<file path="src/rtl/gf_2to4_inverter_iter.sv">
// -----------------------------------------------------------------------------
// gf_2to4_inverter_iter
//   Iterative GF(2^4) multiplicative inverter, inv(a) = a^14, computed by
//   square-and-multiply on one shared combinational gf_2to4_multiplier.
//   Field: composite basis y^2 + y + phi over GF(2^2) (x^2 + x + 1), phi = x.
//
// Ports
//   i_clock  rising-edge clock
//   i_reset  synchronous active-high reset
//   i_valid  operand valid          o_ready  idle, can accept an operand
//   i_data   operand a
//   o_valid  result valid           i_ready  downstream accepts the result
//   o_inv    a^14 (0 when a = 0)    o_zero   accepted operand was 0
//
// Also contains gf_2to4_multiplier (same field representation):
//   i_clock, i_reset  used only when CREATE_OUTPUT_REG = 1
//   i_a, i_b          operands
//   o_prod            i_a * i_b
// -----------------------------------------------------------------------------

module gf_2to4_multiplier #(
   parameter int unsigned NB_DATA           = 4,
   parameter bit          CREATE_OUTPUT_REG = 1'b0
) (
   input  logic               i_clock,
   input  logic               i_reset,
   input  logic [NB_DATA-1:0] i_a,
   input  logic [NB_DATA-1:0] i_b,
   output logic [NB_DATA-1:0] o_prod
);

   localparam int unsigned NB_HALF = NB_DATA / 2;

   // GF(2^2) product modulo x^2 + x + 1
   function automatic logic [1:0] gf2_mul(input logic [1:0] a, input logic [1:0] b);
      gf2_mul[1] = (a[1] & b[1]) ^ (a[1] & b[0]) ^ (a[0] & b[1]);
      gf2_mul[0] = (a[1] & b[1]) ^ (a[0] & b[0]);
   endfunction

   // Multiply by phi = x: (c1 x + c0) x = (c1 ^ c0) x + c1
   function automatic logic [1:0] gf2_mul_phi(input logic [1:0] c);
      gf2_mul_phi = {c[1] ^ c[0], c[1]};
   endfunction

   logic [NB_HALF-1:0] hh_c;
   logic [NB_DATA-1:0] prod_c;

   // (ah y + al)(bh y + bl) with y^2 = y + phi
   always_comb begin
      hh_c   = gf2_mul(i_a[NB_DATA-1:NB_HALF], i_b[NB_DATA-1:NB_HALF]);
      prod_c = '0;
      prod_c[NB_DATA-1:NB_HALF] = hh_c
                                ^ gf2_mul(i_a[NB_DATA-1:NB_HALF], i_b[NB_HALF-1:0])
                                ^ gf2_mul(i_a[NB_HALF-1:0], i_b[NB_DATA-1:NB_HALF]);
      prod_c[NB_HALF-1:0]       = gf2_mul_phi(hh_c)
                                ^ gf2_mul(i_a[NB_HALF-1:0], i_b[NB_HALF-1:0]);
   end

   generate
      if (CREATE_OUTPUT_REG) begin : g_out_reg
         logic [NB_DATA-1:0] prod_q;
         always_ff @(posedge i_clock) begin
            if (i_reset) prod_q <= '0;
            else         prod_q <= prod_c;
         end
         assign o_prod = prod_q;
      end else begin : g_out_comb
         // clock/reset only matter for the registered variant
         logic unused_clk_rst;
         assign unused_clk_rst = i_clock ^ i_reset;
         assign o_prod = prod_c;
      end
   endgenerate

endmodule

module gf_2to4_inverter_iter #(
   parameter int unsigned NB_DATA      = 4,    // only 4 is meaningful
   parameter bit          FAST_TRIVIAL = 1'b1
) (
   input  logic                 i_clock,
   input  logic                 i_reset,
   input  logic                 i_valid,
   output logic                 o_ready,
   input  logic [NB_DATA-1:0]   i_data,
   output logic                 o_valid,
   input  logic                 i_ready,
   output logic [NB_DATA-1:0]   o_inv,
   output logic [NB_DATA/4-1:0] o_zero
);

   localparam int unsigned NB_STEP = 3;
   localparam int unsigned NB_ZERO = NB_DATA / 4;

   typedef enum logic [1:0] {
      ST_IDLE = 2'd0,
      ST_MUL  = 2'd1,
      ST_BYP  = 2'd2,
      ST_DONE = 2'd3
   } state_e;

   state_e               state_q;
   logic [NB_STEP-1:0]   step_q;
   logic [NB_DATA-1:0]   a_q;
   logic [NB_DATA-1:0]   sq_q;
   logic [NB_DATA-1:0]   acc_q;
   logic [NB_ZERO-1:0]   zero_pend_q;
   logic                 valid_q;
   logic [NB_DATA-1:0]   inv_q;
   logic [NB_ZERO-1:0]   zero_q;

   logic [NB_DATA-1:0]   mul_a;
   logic [NB_DATA-1:0]   mul_b;
   logic [NB_DATA-1:0]   mul_p;

   // Operand mux for the shared multiplier, one product per MUL step
   always_comb begin
      mul_a = a_q;
      mul_b = a_q;
      case (step_q)
         NB_STEP'(0):              begin mul_a = a_q;   mul_b = a_q;  end
         NB_STEP'(1), NB_STEP'(3): begin mul_a = sq_q;  mul_b = sq_q; end
         NB_STEP'(2), NB_STEP'(4): begin mul_a = acc_q; mul_b = sq_q; end
         default:                  begin mul_a = a_q;   mul_b = a_q;  end
      endcase
   end

   gf_2to4_multiplier #(
      .NB_DATA           (NB_DATA),
      .CREATE_OUTPUT_REG (1'b0)
   ) u_mul (
      .i_clock (i_clock),
      .i_reset (i_reset),
      .i_a     (mul_a),
      .i_b     (mul_b),
      .o_prod  (mul_p)
   );

   // Control FSM and datapath registers. The zero flag is captured at accept
   // but published together with the result so o_inv/o_zero move as a pair.
   always_ff @(posedge i_clock) begin
      if (i_reset) begin
         state_q     <= ST_IDLE;
         step_q      <= '0;
         a_q         <= '0;
         sq_q        <= '0;
         acc_q       <= '0;
         zero_pend_q <= '0;
         valid_q     <= 1'b0;
         inv_q       <= '0;
         zero_q      <= '0;
      end else begin
         case (state_q)
            ST_IDLE: begin
               if (i_valid) begin
                  a_q         <= i_data;
                  zero_pend_q <= NB_ZERO'(i_data == '0);
                  step_q      <= '0;
                  if (FAST_TRIVIAL && (i_data <= NB_DATA'(1))) state_q <= ST_BYP;
                  else                                         state_q <= ST_MUL;
               end
            end
            ST_MUL: begin
               step_q <= step_q + NB_STEP'(1);
               case (step_q)
                  NB_STEP'(0): begin sq_q <= mul_p; acc_q <= mul_p; end  // a^2
                  NB_STEP'(1): sq_q  <= mul_p;                           // a^4
                  NB_STEP'(2): acc_q <= mul_p;                           // a^6
                  NB_STEP'(3): sq_q  <= mul_p;                           // a^8
                  NB_STEP'(4): begin                                     // a^14
                     acc_q   <= mul_p;
                     inv_q   <= mul_p;
                     zero_q  <= zero_pend_q;
                     valid_q <= 1'b1;
                     state_q <= ST_DONE;
                  end
                  default: state_q <= ST_IDLE;
               endcase
            end
            ST_BYP: begin
               // 0 and 1 are their own "inverse"
               acc_q   <= a_q;
               inv_q   <= a_q;
               zero_q  <= zero_pend_q;
               valid_q <= 1'b1;
               state_q <= ST_DONE;
            end
            ST_DONE: begin
               if (i_ready) begin
                  valid_q <= 1'b0;
                  state_q <= ST_IDLE;
               end
            end
            default: begin
               valid_q <= 1'b0;
               state_q <= ST_IDLE;
            end
         endcase
      end
   end

   assign o_ready = (state_q == ST_IDLE);
   assign o_valid = valid_q;
   assign o_inv   = inv_q;
   assign o_zero  = zero_q;

endmodule

</file>
<file path="config.mk">
export PLATFORM = sky130hd
export DESIGN_NAME = gf_2to4_inverter_iter
export DESIGN_NICKNAME = d
export VERILOG_FILES = /design/src/rtl/gf_2to4_inverter_iter.sv
export SDC_FILE = /design/constraint.sdc
export NUM_CORES = 1
export LEC_CHECK = 0
export CAP_MARGIN = 20
export CORE_AREA = 4 4 60 56
export CTS_BUF_LIST = sky130_fd_sc_hd__clkbuf_8
export DETAILED_ROUTE_END_ITERATION = 16
export DIE_AREA = 0 0 64 60
export GPL_TIMING_DRIVEN = 0
export PLACE_DENSITY = 0.91
export SKIP_LAST_GASP = 1
export SYNTH_ARGS = -nofsm -noshare
export SYNTH_HDL_FRONTEND = slang
export SYNTH_SLANG_ARGS = --single-unit
</file>
<file path="constraint.sdc">
create_clock -name i_clock -period 4.85 [get_ports i_clock]
set_input_delay 0.485 -clock i_clock [delete_from_list [all_inputs] [get_ports i_clock]]
set_output_delay 0.485 -clock i_clock [all_outputs]
set_load 0.1 [all_outputs]
</file>
# Word level (Yosys, flattened, before mapping)

Cells that the tools add are included.

Flip-flop bits (word level): 24
Input bits: 8
Output and inout port bits: 7
Word-level logic and storage cells: 92

Add/subtract/negate cells: 1
Order comparisons: 1
Equal/unequal tests: 12
Multiplexer cells: 18
Bitwise operators: 32
Reductions and logical operators: 19

Operator list:

| operator                                             | count |
|---|---|
| case mux 4 bit (2 select lines)                      | 3 |
| AND 1 bit                                            | 16 |
| bitwise XOR 1 bit                                    | 13 |
| 2-to-1 mux 4 bit                                     | 3 |
| != test 2 bit (second input constant)                | 5 |
| AND reduction 2 bit                                  | 5 |
| case mux 2 bit (4 select lines)                      | 1 |
| OR reduction 4 bit                                   | 2 |
| equality test 3 x 2 -> 1 bit (second input constant) | 2 |
| 2-to-1 mux 2 bit                                     | 3 |
| case mux 3 bit (2 select lines)                      | 1 |
| AND reduction 3 bit                                  | 2 |
| OR reduction 3 bit                                   | 2 |
| bitwise XOR 2 bit                                    | 3 |
| equality test 2 bit (second input constant)          | 2 |
| <= comparator 4 x 1 -> 1 bit (second input constant) | 1 |
| zero test 4 bit                                      | 1 |
| case mux 2 bit (2 select lines)                      | 1 |
| nonzero test 2 bit                                   | 2 |
| OR reduction 2 bit                                   | 2 |
| adder 3 x 1 -> 3 bit (second input constant)         | 1 |
| equality test 3 x 1 -> 1 bit (second input constant) | 1 |
| equality test 3 bit (second input constant)          | 1 |
| zero test 3 bit                                      | 1 |
| 7 further kinds                                      | 9 |

# Logic depth before layout (Yosys ltp)

Word-level depth: 10
Depth in mapped cells: 12
Gate-level depth less buffers: 10

# Cells and area by module

From an unflattened synthesis, not the netlist that was laid out.

Cell total of the unflattened synthesis: 182
Area total of the unflattened synthesis: 1,555.2 µm²

Modules (own cells, without submodules):

| module                | times used | cells an instance | area an instance (µm²) | sequential area each (µm²) |
|---|---|---|---|---|
| gf_2to4_inverter_iter | 1          | 142               | 1,260.0                | 480.5 |
| gf_2to4_multiplier    | 1          | 40                | 295.3                  | 0.0 |

# Worst setup path before layout

OpenSTA, ideal clock, no wires.

Path type: reg2reg
Start: reg step_q[0]
End: reg inv_q[3] (netlist: o_inv[3])
Setup time: 83 ps
Arrival time: 2,545 ps
Required time: 4,767 ps
Path slack: 2,223 ps
Cell stages (with the launch flop): 12
Period minus slack after synthesis: 2,627 ps
Cells stage by stage: dfxtp_1 -> buf_6 -> inv_1 -> ha_1 -> and2_2 -> a22oi_4 -> nand2_1 -> or3b_2 -> nand3_2 -> xnor2_1 -> or4_1 -> o221ai_1

Cells in the longest elaborated chain, start to end: 10
Elaborated cells between the ends (all ways): 30
Classes of those cells: eq/ne (5); mux (4); bitwise (17); reduce/logical (4)

RTL lines:

| what                                                                       | RTL line | text |
|---|---|---|
| from (decl)                                                                | 103      | `logic [NB_STEP-1:0] step_q;` |
| from (signal assigned)                                                     | 164      | `step_q <= step_q + NB_STEP'(1);` |
| equality test 3 bit (tied with other cells)                                | 120, 165 |  |
| OR reduction 2 bit (tied with other cells)                                 | 120      | `case (step_q)` |
| case mux 4 bit (2 select lines) / 2-to-1 mux 4 bit (equally long branches) | 120      |  |
| AND 1 bit                                                                  | 36       | `gf2_mul[1] = (a[1] & b[1]) ^ (a[1] & b[0]) ^ (a[0] & b[1]);` |
| bitwise XOR 1 bit (2 in series)                                            | 36       |  |
| bitwise XOR 2 bit                                                          | 53       | `^ gf2_mul(i_a[NB_DATA-1:NB_HALF], i_b[NB_HALF-1:0])` |
| bitwise XOR 2 bit                                                          | 54       | `^ gf2_mul(i_a[NB_HALF-1:0], i_b[NB_DATA-1:NB_HALF]);` |
| 2-to-1 mux 4 bit                                                           | 165      | `case (step_q)` |
| case mux 4 bit (2 select lines)                                            | 153      | `case (state_q)` |
| to (signal assigned)                                                       | 172      | `inv_q <= mul_p;` |
| to (signal assigned)                                                       | 183      | `inv_q <= a_q;` |
| to (decl)                                                                  | 109      | `logic [NB_DATA-1:0] inv_q;` |

Several ways; a longest one is shown, not always the timed one. The select of a mux whose other input is x is not followed.
A chain may end at the register's enable or synchronous reset.

# Final worst setup path

Start: reg step_q[0]
End: reg acc_q[3]

Cells in the longest elaborated chain, start to end: 10
Elaborated cells between the ends (all ways): 32
Classes of those cells: eq/ne (5); mux (4); bitwise (17); reduce/logical (6)

RTL lines:

| what                                                                       | RTL line | text |
|---|---|---|
| equality test 3 bit (tied with other cells)                                | 120, 165 |  |
| OR reduction 2 bit (tied with other cells)                                 | 120      |  |
| case mux 4 bit (2 select lines) / 2-to-1 mux 4 bit (equally long branches) | 120      |  |
| AND 1 bit                                                                  | 36       |  |
| bitwise XOR 1 bit (2 in series)                                            | 36       |  |
| bitwise XOR 2 bit                                                          | 53       |  |
| bitwise XOR 2 bit                                                          | 54       |  |
| 2-to-1 mux 4 bit                                                           | 165      |  |
| case mux 4 bit (2 select lines)                                            | 153      |  |
| to (signal assigned)                                                       | 166      | `NB_STEP'(0): begin sq_q <= mul_p; acc_q <= mul_p; end` |
| to (signal assigned)                                                       | 168      | `NB_STEP'(2): acc_q <= mul_p;` |
| to (signal assigned)                                                       | 171      | `acc_q <= mul_p;` |
| to (decl)                                                                  | 106      | `logic [NB_DATA-1:0] acc_q;` |

Several ways; a longest one is shown, not always the timed one. The select of a mux whose other input is x is not followed.

==> metrics <==
Worst Skew=0.00265 ns; initial DRC count=217; Final Core Density=0.711; H-tree levels=1; initial antenna violation count=0; max frequency=0.337 GHz; mux cell area share after synthesis=0.0147; IO Port Bufs=13; final setup violation count=0; first-pass iteration count of the detailed router=6; met3 routed WL=380 µm; Worst slew margin=0.347; Core Area=0.00273 mm²; Post-synth EDFFs=0; final critical-path required period=2.97 ns; Seq. cell area=480 µm²; WP data arrival=3.16 ns; via count=1690; synthesized flop and latch total=24; Tot GR Track Use=0.236; Hold Crit Class=flop to flop; GRT overflow=0; worst reg2reg startpoint=step_q[0]; status=finished clean; Met2 Wirelength=2.01 mm; Worst Hold Launch=o_valid; ANT nets after route=0; Clock Pin Slew Worst Setup and Hold Paths=roughly 0.08 ns; post-cts resize count=0; critical path required time=5.04 ns; DIE AREA=roughly 0.0038 mm²; # nets final=248; worst-skew pair later-pin latency=0.26 ns; post-synthesis compound-gate area fraction=0.285; largest net degree at the start of global routing=14; fill cell count=203; CTS sink cnt=24; area of the multi-input gates=0.00113 mm²; Worst Setup SP=step_q[0]; Yosys warning total=0; Synth Flop Type=dfxtp_1; Antenna diodes=0; Ports=15; Final Hold Fails=0; power per cell area=255 mW/mm²; setup slack after layout=1.88 ns; WHS Path Cells=2; Crit Path Max Fanout=9; Slew @ Worst Pin=0.976 ns; RSZ-0062 raised after global routing=false; Post-Syn Instances=217; DIE WIDTH=64 µm; DRT Wirelength=roughly 4.2 mm; setup TNS=0 ns; Max IR drop VDD=0.000283 V; DRC Markers=0; crit share post-route=0.612; CP Class=flop to flop; sequential element share of the synthesized area=0.282; fraction of registers with async set or reset after synthesis=0; worst r2r path cells=11; Max-Cap Viols=0; first-pass GRT wire length=7.11 mm; cell area after synthesis=0.00170 mm²; Worst setup SP type=flop; Wirelength per Cell=15.4 µm; largest family of logic cells by synthesized area=compound AO/OA/AOI/OAI gates; Critical Path Sink Type=flop; die height=60 µm; vias per cell=6.17; CTS tree=built; clock buffer depth=2; synthesis-to-layout area growth=13.8%; simple-gate share of the synthesized area=0.271; RePlAce Congestion=0.978; clock root buffer=clkbuf_8; HPWL Detailed=3.21 mm; postcts setup bufs=0; max layer used=met4; static leakage=0.000733 µW; Post-Synth Adder-Cell Area=0.0367; layout cells sized above 1=0.115; CTS Buf Count=3; Synthesized Nets=230; Setup WS pre-CTS=about 2 ns; synthesized area per cell=7.85 µm²; Slew Limit Fails=0; Initial Utilization=0.625; XOR/XNOR Fraction of Synth Area=0.0566; Power, Total=between 400 and 500 µW; post-synth cell types=50; row cnt=18; # hold bufs at CTS=0; M1 wire length=1.76 mm; vias in the first global route=1544
==> path summary, 6_finish.rpt <==
path | slack, ns | to
hold / removal | 0.45 | o_valid
hold reg to reg | 0.45 | o_valid
setup / recovery | 1.88 | acc_q[3]
setup reg to reg | 1.88 | acc_q[3]
==> routing by layer <==
layer | global-route usage | vias to the layer above
met3 | 0.0508 | 14
met5 | 0 | -
met1 | 0.308 | 780
met2 | 0.396 | 83
li1 | - | 813
met4 | 0.0615 | 0
==> Yosys cell counts, types with 2 or more instances <==
cell,instances,area share
or3_1,3,0.011
nor3_1,5,0.015
inv_1,6,0.013
nand3_1,4,0.012
clkbuf_8,2,0.016
dfxtp_1,24,0.28
a22oi_1,9,0.040
and2_1,4,0.015
buf_6,2,0.013
ha_1,5,0.037
a22oi_4,2,0.025
nand3_2,4,0.024
xor2_1,4,0.021
or4_1,2,0.0088
nor2_1,26,0.057
o221ai_1,2,0.010
nand2_1,33,0.073
a22o_1,2,0.010
clkbuf_1,5,0.011
xnor2_1,7,0.036
o2bb2ai_1,2,0.010
o21ai_0,10,0.029
and2b_2,2,0.010
a21oi_1,26,0.076
==> metrics by stage <==
| step | area, µm² | hold WS, ns | std cells |
|---|---|---|---|
| finish | 1940 | 0.454 | 274 |
| global route | 1940 | 0.476 | 274 |
| CTS | 1940 | 0.457 | 274 |
| detailed placement | 1880 | 0.445 | 270 |
| global placement | 1880 | 0.442 | 270 |
| floorplan | 1700 | 0.450 | 217 |
==> critical path, cell delays in order, from the launching register on <==
cell      delay, ns
dfxtp_1        0.38
buf_6          0.16
inv_1          0.06
ha_1           0.26
and2_2         0.27
a22oi_4        0.29
nand2_1        0.18
and3_2         0.25
o32ai_4        0.29
xnor2_1        0.17
or4_1          0.49
o221ai_1       0.08
==> cell usage in the layout, fill, tap and decap left out, types with 2 or more instances in the layout <==
cell             instances
a22oi_1                  9
inv_1                    6
nand2_1                 33
nand3_1                  4
clkbuf_8                 6
o221ai_1                 2
xnor2_1                  7
and2_1                   4
o2bb2ai_1                2
or4_1                    2
clkdlybuf4s50_1         13
dfxtp_1                 24
a22o_1                   2
nor2_1                  26
o21ai_0                 10
and2b_2                  2
ha_1                     5
nor3_1                   5
clkbuf_1                 5
a21oi_1                 26
buf_6                    2
a22oi_4                  2
nand3_2                  4
or3_1                    3
xor2_1                   4
==> sequential cells by signal, indices dropped and copies added, names as in the netlist <==
register and count:
state_q 2, acc_q 4, zero_pend_q 1, o_zero 1
o_inv 4, o_valid 1, a_q 4, sq_q 4
step_q 3
==> area by class of cell <==
cell class,instances,area share
inverters,6,0.0116
clock buffers,4,0.0284
multi-input cells,178,0.584
repair buffers,13,0.0671
plain buffers,9,0.0355
well taps,40,0.0258
flip-flops and latches,24,0.248
==> logic make-up (layout without fill, tap and decap cells) <==
group	after synthesis	after routing
AO/OA/AOI/OAI	68	68
flip-flops	24	24
AND/OR/NAND/NOR	92	92
adder cells (fa/ha/maj)	5	5
buffers and inverters	15	32
multiplexers	2	2
XOR/XNOR	11	11
==> power breakdown <==
| part | leakage (µW) | internal [µW] | switching [µW] |
|---|---|---|---|
| clock | 0.0000288 | 72.4 | 61.6 |
| combinational | 0.000509 | 50.6 | 90.4 |
| sequential | 0.000195 | 207 | 12.0 |
(Power assumes the default switching activity.)
